`config.mk`:
```
export PLATFORM = sky130hd
export DESIGN_NAME = mem_unit
export DESIGN_NICKNAME = d
export VERILOG_FILES = /design/src/rtl/mem_pkg.sv /design/src/rtl/load_align.sv /design/src/rtl/mem_unit.sv
export SDC_FILE = /design/constraint.sdc
export NUM_CORES = 1
export LEC_CHECK = 0
export CAP_MARGIN = 40
export CORE_ASPECT_RATIO = 1.5
export CORE_MARGIN = 4
export CORE_UTILIZATION = 45
export DETAILED_ROUTE_END_ITERATION = 8
export GPL_ROUTABILITY_DRIVEN = 0
export PLACE_DENSITY = 0.81
export SLEW_MARGIN = 0
export SYNTH_ARGS = -nofsm -noshare
export SYNTH_HDL_FRONTEND = slang
export SYNTH_HIERARCHICAL = 1
export SYNTH_SLANG_ARGS = --single-unit
```
`constraint.sdc`:
```
create_clock -name clk -period 4 [get_ports clk]
set_clock_uncertainty 0.2 [all_clocks]
set_input_delay 0.4 -clock clk [delete_from_list [all_inputs] [get_ports clk]]
set_output_delay 0.4 -clock clk [all_outputs]
set_load 0.01 [all_outputs]
```
`src/rtl/mem_pkg.sv`:
```
// Shared definitions for the load/store unit: RV32 access-size codes, FSM states
// and the byte-enable helper.
package mem_pkg;

  localparam logic [2:0] MEM_B  = 3'b000;
  localparam logic [2:0] MEM_H  = 3'b001;
  localparam logic [2:0] MEM_W  = 3'b010;
  localparam logic [2:0] MEM_BU = 3'b100;
  localparam logic [2:0] MEM_HU = 3'b101;

  typedef enum logic [2:0] {
    ST_IDLE      = 3'd0,
    ST_ACCESS    = 3'd1,
    ST_ACCESS_LO = 3'd2,
    ST_ACCESS_HI = 3'd3,
    ST_RESP      = 3'd4
  } state_t;

  // Lower nibble: lanes of the addressed word; upper nibble: lanes that spill
  // into the following word (only non-zero for a word-crossing access).
  function automatic logic [7:0] be_for(input logic [2:0] size, input logic [1:0] offset);
    logic [7:0] base;
    case (size[1:0])
      2'b00:   base = 8'b0000_0001;
      2'b01:   base = 8'b0000_0011;
      2'b10:   base = 8'b0000_1111;
      default: base = 8'b0000_0000;
    endcase
    return base << offset;
  endfunction

endpackage

```
`src/rtl/load_align.sv`:
```
// Load data alignment: picks the byte/halfword lane at the given offset and
// sign- or zero-extends it according to funct3; words pass through.
module load_align
  import mem_pkg::*;
(
  input  logic [31:0] word,
  input  logic [1:0]  offset,
  input  logic [2:0]  funct3,
  output logic [31:0] data
);

  logic [31:0] lane;

  assign lane = word >> {offset, 3'b000};

  always_comb begin
    data = lane;
    case (funct3)
      MEM_B:   data = {{24{lane[7]}}, lane[7:0]};
      MEM_BU:  data = {24'h0, lane[7:0]};
      MEM_H:   data = {{16{lane[15]}}, lane[15:0]};
      MEM_HU:  data = {16'h0, lane[15:0]};
      default: data = lane;
    endcase
  end

endmodule

```
`src/rtl/mem_unit.sv`:
```
// Load/store unit: req/resp handshake to the core, strobe/ready protocol to a word RAM.
// Define MEM_UNIT_MISALIGNED_EN to split word-crossing H/W accesses into two RAM words.
//
// Handshakes: a request is taken on a clock edge where req_valid && req_ready;
// req_ready is high only in IDLE and the core holds req_valid until taken.
// ram_re/ram_we stay high with stable ram_addr/ram_be/ram_wdata until the edge
// where ram_ready is high. resp_valid is a single-cycle pulse, resp_err qualifies it.
module mem_unit
  import mem_pkg::*;
#(
  parameter int ADDR_W  = 32,
  parameter int TIMEOUT = 0
) (
  input  logic              clk,
  input  logic              rst,
  input  logic              req_valid,
  output logic              req_ready,
  input  logic              req_we,
  input  logic [2:0]        req_funct3,
  input  logic [ADDR_W-1:0] req_addr,
  input  logic [31:0]       req_wdata,
  output logic              resp_valid,
  output logic [31:0]       resp_rdata,
  output logic              resp_err,
  output logic [ADDR_W-3:0] ram_addr,
  output logic [31:0]       ram_wdata,
  output logic [3:0]        ram_be,
  output logic              ram_re,
  output logic              ram_we,
  input  logic [31:0]       ram_rdata,
  input  logic              ram_ready,
  output logic [2:0]        dbg_state
);

  state_t            state, state_d;
  logic [ADDR_W-3:0] word_addr_q;
  logic [1:0]        off_q;
  logic [2:0]        funct3_q;
  logic              we_q;
  logic              err_q;
  logic [3:0]        be_q;
  logic [31:0]       wdata_q;
  logic [31:0]       rdata_q;
  logic [31:0]       timer_q;

  logic [1:0]        req_off;
  logic              size_ok;
  logic              req_bad;
  logic              need_split;
  logic              expire;
  logic [3:0]        req_be;
  logic [31:0]       req_wdata_sh;
  logic [31:0]       ext_word;
  logic [1:0]        ext_off;
  logic [31:0]       ext_data;

  assign req_off      = req_addr[1:0];
  assign req_wdata_sh = req_wdata << {req_off, 3'b000};

  always_comb begin
    size_ok = 1'b0;
    case (req_funct3)
      MEM_B, MEM_H, MEM_W, MEM_BU, MEM_HU: size_ok = 1'b1;
      default:                             size_ok = 1'b0;
    endcase
  end

`ifdef MEM_UNIT_MISALIGNED_EN
  logic [3:0]  req_be_hi;
  logic [31:0] req_wdata_hi;
  logic [3:0]  be_hi_q;
  logic [31:0] wdata_hi_q;
  logic [31:0] lo_word_q;

  assign {req_be_hi, req_be} = be_for(req_funct3, req_off);
  // Bytes shifted out of the low word land at the bottom of the next word.
  assign req_wdata_hi = req_wdata >> (6'd32 - {1'b0, req_off, 3'b000});
  assign req_bad      = !size_ok;
  assign need_split   = |req_be_hi;

  // The high-half read completes the merge: realign the 64-bit pair, extend from lane 0.
  assign ext_word = (state == ST_ACCESS_HI) ? 32'({ram_rdata, lo_word_q} >> {off_q, 3'b000})
                                            : ram_rdata;
  assign ext_off  = (state == ST_ACCESS_HI) ? 2'b00 : off_q;
`else
  logic misaligned;

  assign req_be     = 4'(be_for(req_funct3, req_off));
  assign misaligned = ((req_funct3[1:0] == 2'b01) && req_off[0]) ||
                      ((req_funct3[1:0] == 2'b10) && (req_off != 2'b00));
  assign req_bad    = !size_ok || misaligned;
  assign need_split = 1'b0;
  assign ext_word   = ram_rdata;
  assign ext_off    = off_q;
`endif

  assign expire = (TIMEOUT != 0) && (timer_q == 32'(TIMEOUT - 1));

  load_align u_load_align (
    .word   (ext_word),
    .offset (ext_off),
    .funct3 (funct3_q),
    .data   (ext_data)
  );

  always_ff @(posedge clk or posedge rst) begin
    if (rst) state <= ST_IDLE;
    else     state <= state_d;
  end

  always_comb begin
    state_d    = state;
    req_ready  = 1'b0;
    resp_valid = 1'b0;
    resp_err   = 1'b0;
    ram_re     = 1'b0;
    ram_we     = 1'b0;
    ram_be     = 4'b0000;
    case (state)
      ST_IDLE: begin
        req_ready = 1'b1;
        if (req_valid) begin
          if (req_bad)         state_d = ST_RESP;
          else if (need_split) state_d = ST_ACCESS_LO;
          else                 state_d = ST_ACCESS;
        end
      end
      ST_ACCESS: begin
        ram_re = !we_q;
        ram_we = we_q;
        ram_be = be_q;
        // Completion takes priority over a timeout expiring in the same cycle.
        if (ram_ready || expire) state_d = ST_RESP;
      end
`ifdef MEM_UNIT_MISALIGNED_EN
      ST_ACCESS_LO: begin
        ram_re = !we_q;
        ram_we = we_q;
        ram_be = be_q;
        if (ram_ready)   state_d = ST_ACCESS_HI;
        else if (expire) state_d = ST_RESP;
      end
      ST_ACCESS_HI: begin
        ram_re = !we_q;
        ram_we = we_q;
        ram_be = be_hi_q;
        if (ram_ready || expire) state_d = ST_RESP;
      end
`endif
      ST_RESP: begin
        resp_valid = 1'b1;
        resp_err   = err_q;
        state_d    = ST_IDLE;
      end
      default: state_d = ST_IDLE;
    endcase
  end

  always_ff @(posedge clk or posedge rst) begin
    if (rst) begin
      word_addr_q <= '0;
      off_q       <= 2'b00;
      funct3_q    <= 3'b000;
      we_q        <= 1'b0;
      err_q       <= 1'b0;
      be_q        <= 4'b0000;
      wdata_q     <= 32'h0;
      rdata_q     <= 32'h0;
      timer_q     <= 32'h0;
`ifdef MEM_UNIT_MISALIGNED_EN
      be_hi_q     <= 4'b0000;
      wdata_hi_q  <= 32'h0;
      lo_word_q   <= 32'h0;
`endif
    end else begin
      case (state)
        ST_IDLE: begin
          if (req_valid) begin
            word_addr_q <= req_addr[ADDR_W-1:2];
            off_q       <= req_off;
            funct3_q    <= req_funct3;
            we_q        <= req_we;
            be_q        <= req_be;
            wdata_q     <= req_wdata_sh;
            err_q       <= req_bad;
            rdata_q     <= 32'h0;
            timer_q     <= 32'h0;
`ifdef MEM_UNIT_MISALIGNED_EN
            be_hi_q     <= req_be_hi;
            wdata_hi_q  <= req_wdata_hi;
`endif
          end
        end
`ifdef MEM_UNIT_MISALIGNED_EN
        ST_ACCESS_LO: begin
          if (ram_ready) begin
            lo_word_q   <= ram_rdata;
            // Wraps modulo the word-address space at the top of memory.
            word_addr_q <= word_addr_q + (ADDR_W-2)'(1);
            wdata_q     <= wdata_hi_q;
            timer_q     <= 32'h0;
          end else if (expire) begin
            err_q <= 1'b1;
          end else begin
            timer_q <= timer_q + 32'd1;
          end
        end
        ST_ACCESS_HI: begin
          if (ram_ready) begin
            if (!we_q) rdata_q <= ext_data;
          end else if (expire) begin
            err_q <= 1'b1;
          end else begin
            timer_q <= timer_q + 32'd1;
          end
        end
`endif
        ST_ACCESS: begin
          if (ram_ready) begin
            if (!we_q) rdata_q <= ext_data;
          end else if (expire) begin
            err_q <= 1'b1;
          end else begin
            timer_q <= timer_q + 32'd1;
          end
        end
        default: ;
      endcase
    end
  end

  assign ram_addr   = word_addr_q;
  assign ram_wdata  = wdata_q;
  assign resp_rdata = resp_valid ? rdata_q : 32'h0;
  assign dbg_state  = state;

endmodule

```
==> impl_metrics.json, run 1 <==
{
  "hold_slack_ns": 0.273,
  "status": "finished clean",
  "worst-slew-pin-transition_ns": 0.783,
  "hpwlAfterDp_microns": 12400,
  "syn_nets": 738,
  "post-cts-setup-buffers": 0,
  "drc": 0,
  "hold_class": "register to register",
  "clockBufferDepth": 2,
  "cts_resized": 0,
  "dr.first_iter.drc_count": 224,
  "portBuffers": 208,
  "p_comb_frac": 0.399,
  "cts_root_buffer": "clkbuf_16",
  "p_int_mw": 2.75,
  "synthFlopType": "dfrtp_1",
  "critPathKind": "register to output port",
  "power_frac_clock": 0.228,
  "vias": 5079,
  "cts_tree": "yes",
  "synth_fa_ha_area_frac": 0.00876,
  "swShare": 0.340,
  "avgSynthCellArea_sq_um": 9.07,
  "drv_cap": 0,
  "fin_crit_sh": 0.687,
  "cp_max_fo": 31,
  "yosysWarnings": 6,
  "power_switching_mw": 1.42,
  "grt_max_degree": 62,
  "fill_cells": 986,
  "drt-vias-per-instance": 5.19,
  "max_freq_mhz": 364,
  "drive_gt1_frac": 0.0499,
  "maxSlewHeadroom": 0.477,
  "antenna_cells": 0,
  "post-place-ws_ns": 1.23,
  "synth_edf_count": 0,
  "wl_met3_microns": 1070,
  "fin_crit_ns": 2.75,
  "synthSimpleGateAreaFrac": 0.216,
  "core_area_sq_mm": 0.0124,
  "synth_area_sq_mm": 0.00571,
  "synth-xor-area-share": 0,
  "finalSetupTns_ns": 0,
  "grt_usage": 0.228,
  "drt-pass1-iter-count": 4,
  "power_density_mw_per_mm2": 509,
  "synth_top_family_by_area": "simple AND/OR/NAND/NOR gates",
  "power.total_mw": 4.17,
  "antenna_found_initial": 0,
  "dr.max_layer_used": "met4",
  "ys_types": 41,
  "die-area_sq_mm": 0.0146,
  "synthArstFlopShare": 1.00,
  "final_common_cell": "clkdlybuf4s50_1",
  "areaGrowthSynthToFinish_pct": 43.3,
  "mostFrequentLayoutCells": "clkdlybuf4s50_1, nand2_1, dfrtp_1",
  "start_util": 0.459,
  "synth_seq_cells": 107,
  "cp-start-kind": "register",
  "slew_viol_final": 0,
  "hold_buffers": 0,
  "clk_latency_ns": 0.34,
  "p_seq_frac": 0.373,
  "wire_per_inst_microns": 17.0,
  "grt_pass1_wl_microns": 26800,
  "clkSinkCount": 107,
  "worst_ep_required_time_ns": 3.40,
  "placed_area_sq_mm": 0.00787,
  "htreeDepth": 3,
  "nets": 926,
  "synth-seq-area-share": 0.469,
  "ir_drop_mv": 0.272,
  "ant_nets": 0,
  "met1_length_microns": 6370,
  "finalSetupViolations": 0,
  "cts_made_buffers": 9,
  "cp.arrival_ns": 2.15,
  "endpoint_kind": "output port",
  "wl_met2_microns": 8550,
  "grt-ovfl-total": 0,
  "grt_pass1_vias": 5397,
  "netlist_instances": 630,
  "rows": 50,
  "synth_compound_area_frac": 0.102,
  "stdcell_area_sq_mm": 0.00819,
  "grt_setup_unrepaired": "no",
  "layout_setup_ws_ns": 1.25,
  "leakagePower_nw": 3.79,
  "clk_pin_slew_worst_paths_ns": 0.07,
  "num_io_pins": 210,
  "synth_mux_area_frac": 0.135,
  "die_w_microns": 100,
  "hold_viol_final": 0,
  "routed_wl_microns": 16600,
  "die_y_microns": 146
}
[path summary, 6_finish.rpt]
kind / start / endpoint / slack [ns] / depth (start not counted)
max in group asynchronous: rst / ram_addr[21] / 2.43 / 3
worst max-delay path: dbg_state[2] / resp_rdata[14] / 1.25 / 4
worst max register to register: ext_off[0] / rdata_q[20] / 1.85 / 6
worst min-delay path: ram_addr[12] / ram_addr[12] / 0.27 / 2
min in group asynchronous: rst / ram_addr[16] / 0.32 / 2
worst min register to register: ram_addr[12] / ram_addr[12] / 0.27 / 2
[stage by stage]
| step | std cells | utilization |
|---|---|---|
| final | 978 | 0.658 |
| after global routing | 978 | 0.658 |
| after CTS | 978 | 0.658 |
| after detailed placement | 963 | 0.632 |
| after global placement | 960 | 0.628 |
| after floorplan | 630 | - |
[layer usage]
layer	track usage	up-vias
met5	0	-
met4	0.105	0
met3	0.0416	41
met2	0.401	212
met1	0.265	2388
li1	-	2438
[power groups by stage]
stage,clock network [mW],logic (mW),registers [mW]
floorplan,0,0.861,1.60
global placement,0,1.59,1.57
detailed placement,0,1.66,1.57
CTS,0.972,1.67,1.55
global route,1.02,1.81,1.59
finish,0.951,1.66,1.55
[cell type report]
cell class,instances,area (sq um),share of cell area
Inverter,37,141,0.0173
Multi-Input combinational cell,443,2660,0.325
Sequential cell,107,2680,0.327
Clock buffer,11,243,0.0296
Clock inverter,4,75.1,0.00917
Tap cell,156,195,0.0238
Timing Repair Buffer,220,2200,0.269
[worst max-delay path, cell delays in order (launching register included)]
cell	delay [ns]
dfrtp_1	0.46
nor2b_1	0.29
buf_4	0.32
and2_1	0.19
clkdlybuf4s50_1	0.54
[cells in the mapped netlist, types with 2 or more instances]
cell,count,area share
mux2i_1,76,0.13
o31ai_1,8,0.011
o21ai_0,17,0.015
nand2_1,190,0.12
a2bb2oi_1,8,0.012
nor2b_1,12,0.013
buf_6,7,0.014
a21oi_1,10,0.0088
ha_1,4,0.0088
buf_2,22,0.019
o21ai_2,2,0.0031
clkbuf_1,10,0.0066
inv_1,37,0.024
o221ai_1,8,0.012
nor2_1,23,0.015
a21o_1,2,0.0026
dfrtp_1,107,0.47
nand3_1,8,0.0070
a211oi_1,15,0.020
and2_1,37,0.041
nand2b_1,3,0.0033
buf_4,4,0.0053
nand3b_1,2,0.0026
[cell families after synthesis]
logic type,count (synthesis)
AOI/OAI and AO/OA,80
muxes,77
adders and majority gates,4
DFF,107
and+or+nand+nor,281
buffers and inverters,80
other,1
[registers in the layout, indices dropped and copies added, names as in the netlist]
register,cells
ram_wdata,32
rdata_q,32
ram_addr,30
be_q,4
funct3_q,3
dbg_state,2
ext_off,2
err_q,1
we_q,1
Note: power is estimated with default switching activity, not from simulation.
==> run 2: changes to the inputs <==
==> constraint.sdc (replaced) <==
create_clock -name clk -period 2.7 [get_ports clk]
set_clock_uncertainty 0.2 [all_clocks]
set_input_delay 0.27 -clock clk [delete_from_list [all_inputs] [get_ports clk]]
set_output_delay 0.27 -clock clk [all_outputs]
set_load 0.01 [all_outputs]
==> run 2 against run 1 <==
  * Sequential power up 47%
  * Critical endpoint is now resp_rdata[12]
  * Global-route usage down 0.11 points
  * Highest routed layer unchanged
  * Worst hold slack worse by 0.082 ns
  * Count of clock-buffer cells in the layout unchanged
  * Sequential cell count unchanged
  * Routed wire length up 0.31%
  * Cell count up 0.41%
  * Combinational power up 51%
  * Via count up 0.77%
==> impl_metrics.json, run 2 (same netlist as run 1, synthesis figures left out) <==
{
  "status": "finished clean",
  "clk_pin_slew_worst_paths_ns": 0.07,
  "clockBufferDepth": 2,
  "antenna_found_initial": 0,
  "power_density_mw_per_mm2": 738,
  "clkSinkCount": 107,
  "grt_max_degree": 108,
  "die-area_sq_mm": 0.0146,
  "start_util": 0.459,
  "ir_drop_mv": 0.464,
  "hold_buffers": 0,
  "die_w_microns": 100,
  "slew_viol_final": 0,
  "cts_made_buffers": 9,
  "post-route-util": 0.660,
  "worst_ep_required_time_ns": 2.23,
  "grt_pass1_wl_microns": 26500,
  "clk_latency_ns": 0.34,
  "cp_slowest_cell": "clkdlybuf4s50_1",
  "routed_wl_microns": 16700,
  "fin_crit_ns": 2.50,
  "cts_tree": "yes",
  "crit_family": "buffers and inverters",
  "dr.first_iter.drc_count": 203,
  "dp_cells": 966,
  "maxSlewHeadroom": 0.508,
  "grt_usage": 0.227,
  "grt-ovfl-total": 0,
  "finalSetupTns_ns": 0,
  "cts_root_buffer": "clkbuf_16",
  "wire_per_inst_microns": 17.0,
  "post-cts-setup-buffers": 0,
  "hpwlAfterDp_microns": 12600,
  "endpoint_kind": "output port",
  "vias": 5118,
  "nets": 929,
  "fin_crit_sh": 0.927,
  "critPathKind": "register to output port",
  "max_freq_mhz": 400,
  "core_area_sq_mm": 0.0124,
  "ant_nets": 0,
  "drc": 0,
  "drv_cap": 0,
  "leakagePower_nw": 3.81,
  "mostFrequentLayoutCells": "clkdlybuf4s50_1, nand2_1, dfrtp_1",
  "antenna_cells": 0,
  "post-place-ws_ns": 0.371,
  "grt_pass1_vias": 5345,
  "drive_gt1_frac": 0.0557,
  "crit_chain": "nor2b_1, buf_4, and2_1, clkdlybuf4s50_1",
  "max_stage_delay_ns": 0.55,
  "final_common_cell": "clkdlybuf4s50_1",
  "layout.cells.non_filler": 982,
  "hold_class": "input port to asynchronous set/reset pin",
  "cp.arrival_ns": 2.03,
  "stdcell_area_sq_mm": 0.00822,
  "cts_resized": 0,
  "finalSetupViolations": 0,
  "die_y_microns": 146,
  "rows": 50,
  "num_io_pins": 210,
  "timing.critical_path.buf_inv": 2,
  "drt-pass1-iter-count": 4,
  "portBuffers": 208,
  "areaGrowthSynthToFinish_pct": 43.8,
  "placed_area_sq_mm": 0.00792,
  "layout_setup_ws_ns": 0.198,
  "cp_max_fo": 34,
  "worst-slew-pin-transition_ns": 0.736,
  "hold_viol_final": 0,
  "drt-vias-per-instance": 5.21,
  "grt_setup_unrepaired": "no",
  "cp-start-kind": "register",
  "htreeDepth": 3
}
==> run 2: changes by cell type in the layout (fill, tap and decap cells not counted) <==
cell,previous run,this run
clkbuf_1,1,0
inv_6,0,1
inv_8,0,1
bufinv_16,2,0
clkinv_4,0,2
buf_8,2,0
buf_4,9,11
clkbuf_8,1,2
buf_12,1,4
inv_4,1,0
==> run 2: per-stage QoR <==
stage,hold WS [ns],power [mW]
global route,0.236,6.46
global placement,0.252,4.72
floorplan,0.175,3.65
CTS,0.234,6.13
detailed placement,0.253,4.81
finish,0.191,6.06
==> run 2: worst min-delay path: stages <==
cell	delay (ns)
clkdlybuf4s50_1	0.44
clkinvlp_4	0.10
buf_12	0.38
==> run 2: path summary, 6_finish.rpt <==
path | to | slack [ns] | from | cells past startpoint
worst min register to register | be_q[1] | 0.27 | be_q[1] | 1
max in group asynchronous | funct3_q[0] | 1.61 | rst | 3
worst max register to register | rdata_q[20] | 0.44 | ext_off[0] | 6
min in group clk | ram_addr[17] | 0.25 | req_addr[19] | 3
worst min-delay path | rdata_q[24] | 0.19 | rst | 3
worst max-delay path | resp_rdata[12] | 0.20 | dbg_state[2] | 4
==> run 2: layer usage <==
metal | up-vias | GRT usage | part of all wire
li1 | 2441 | - | -
met2 | 241 | 0.381 | 0.50
met5 | - | 0 | 0
met3 | 53 | 0.0550 | 0.073
met4 | 0 | 0.133 | 0.057
met1 | 2383 | 0.258 | 0.37
==> run 2: final cells by class <==
class                           instances  area, sq um
Sequential cell                       107         2680
Clock buffer                           11          253
Fill cell                            1025         4230
Multi-Input combinational cell        443         2660
Timing Repair Buffer                  223         2240
Clock inverter                          5         45.0
Inverter                               37          143
Tap cell                              156          195
==> run 2: report_power, final <==
| group | internal, mW | switching [mW] |
|---|---|---|
| combinational | 1.23 | 1.27 |
| clock | 0.690 | 0.594 |
| sequential | 2.02 | 0.265 |
| total | 3.94 | 2.12 |
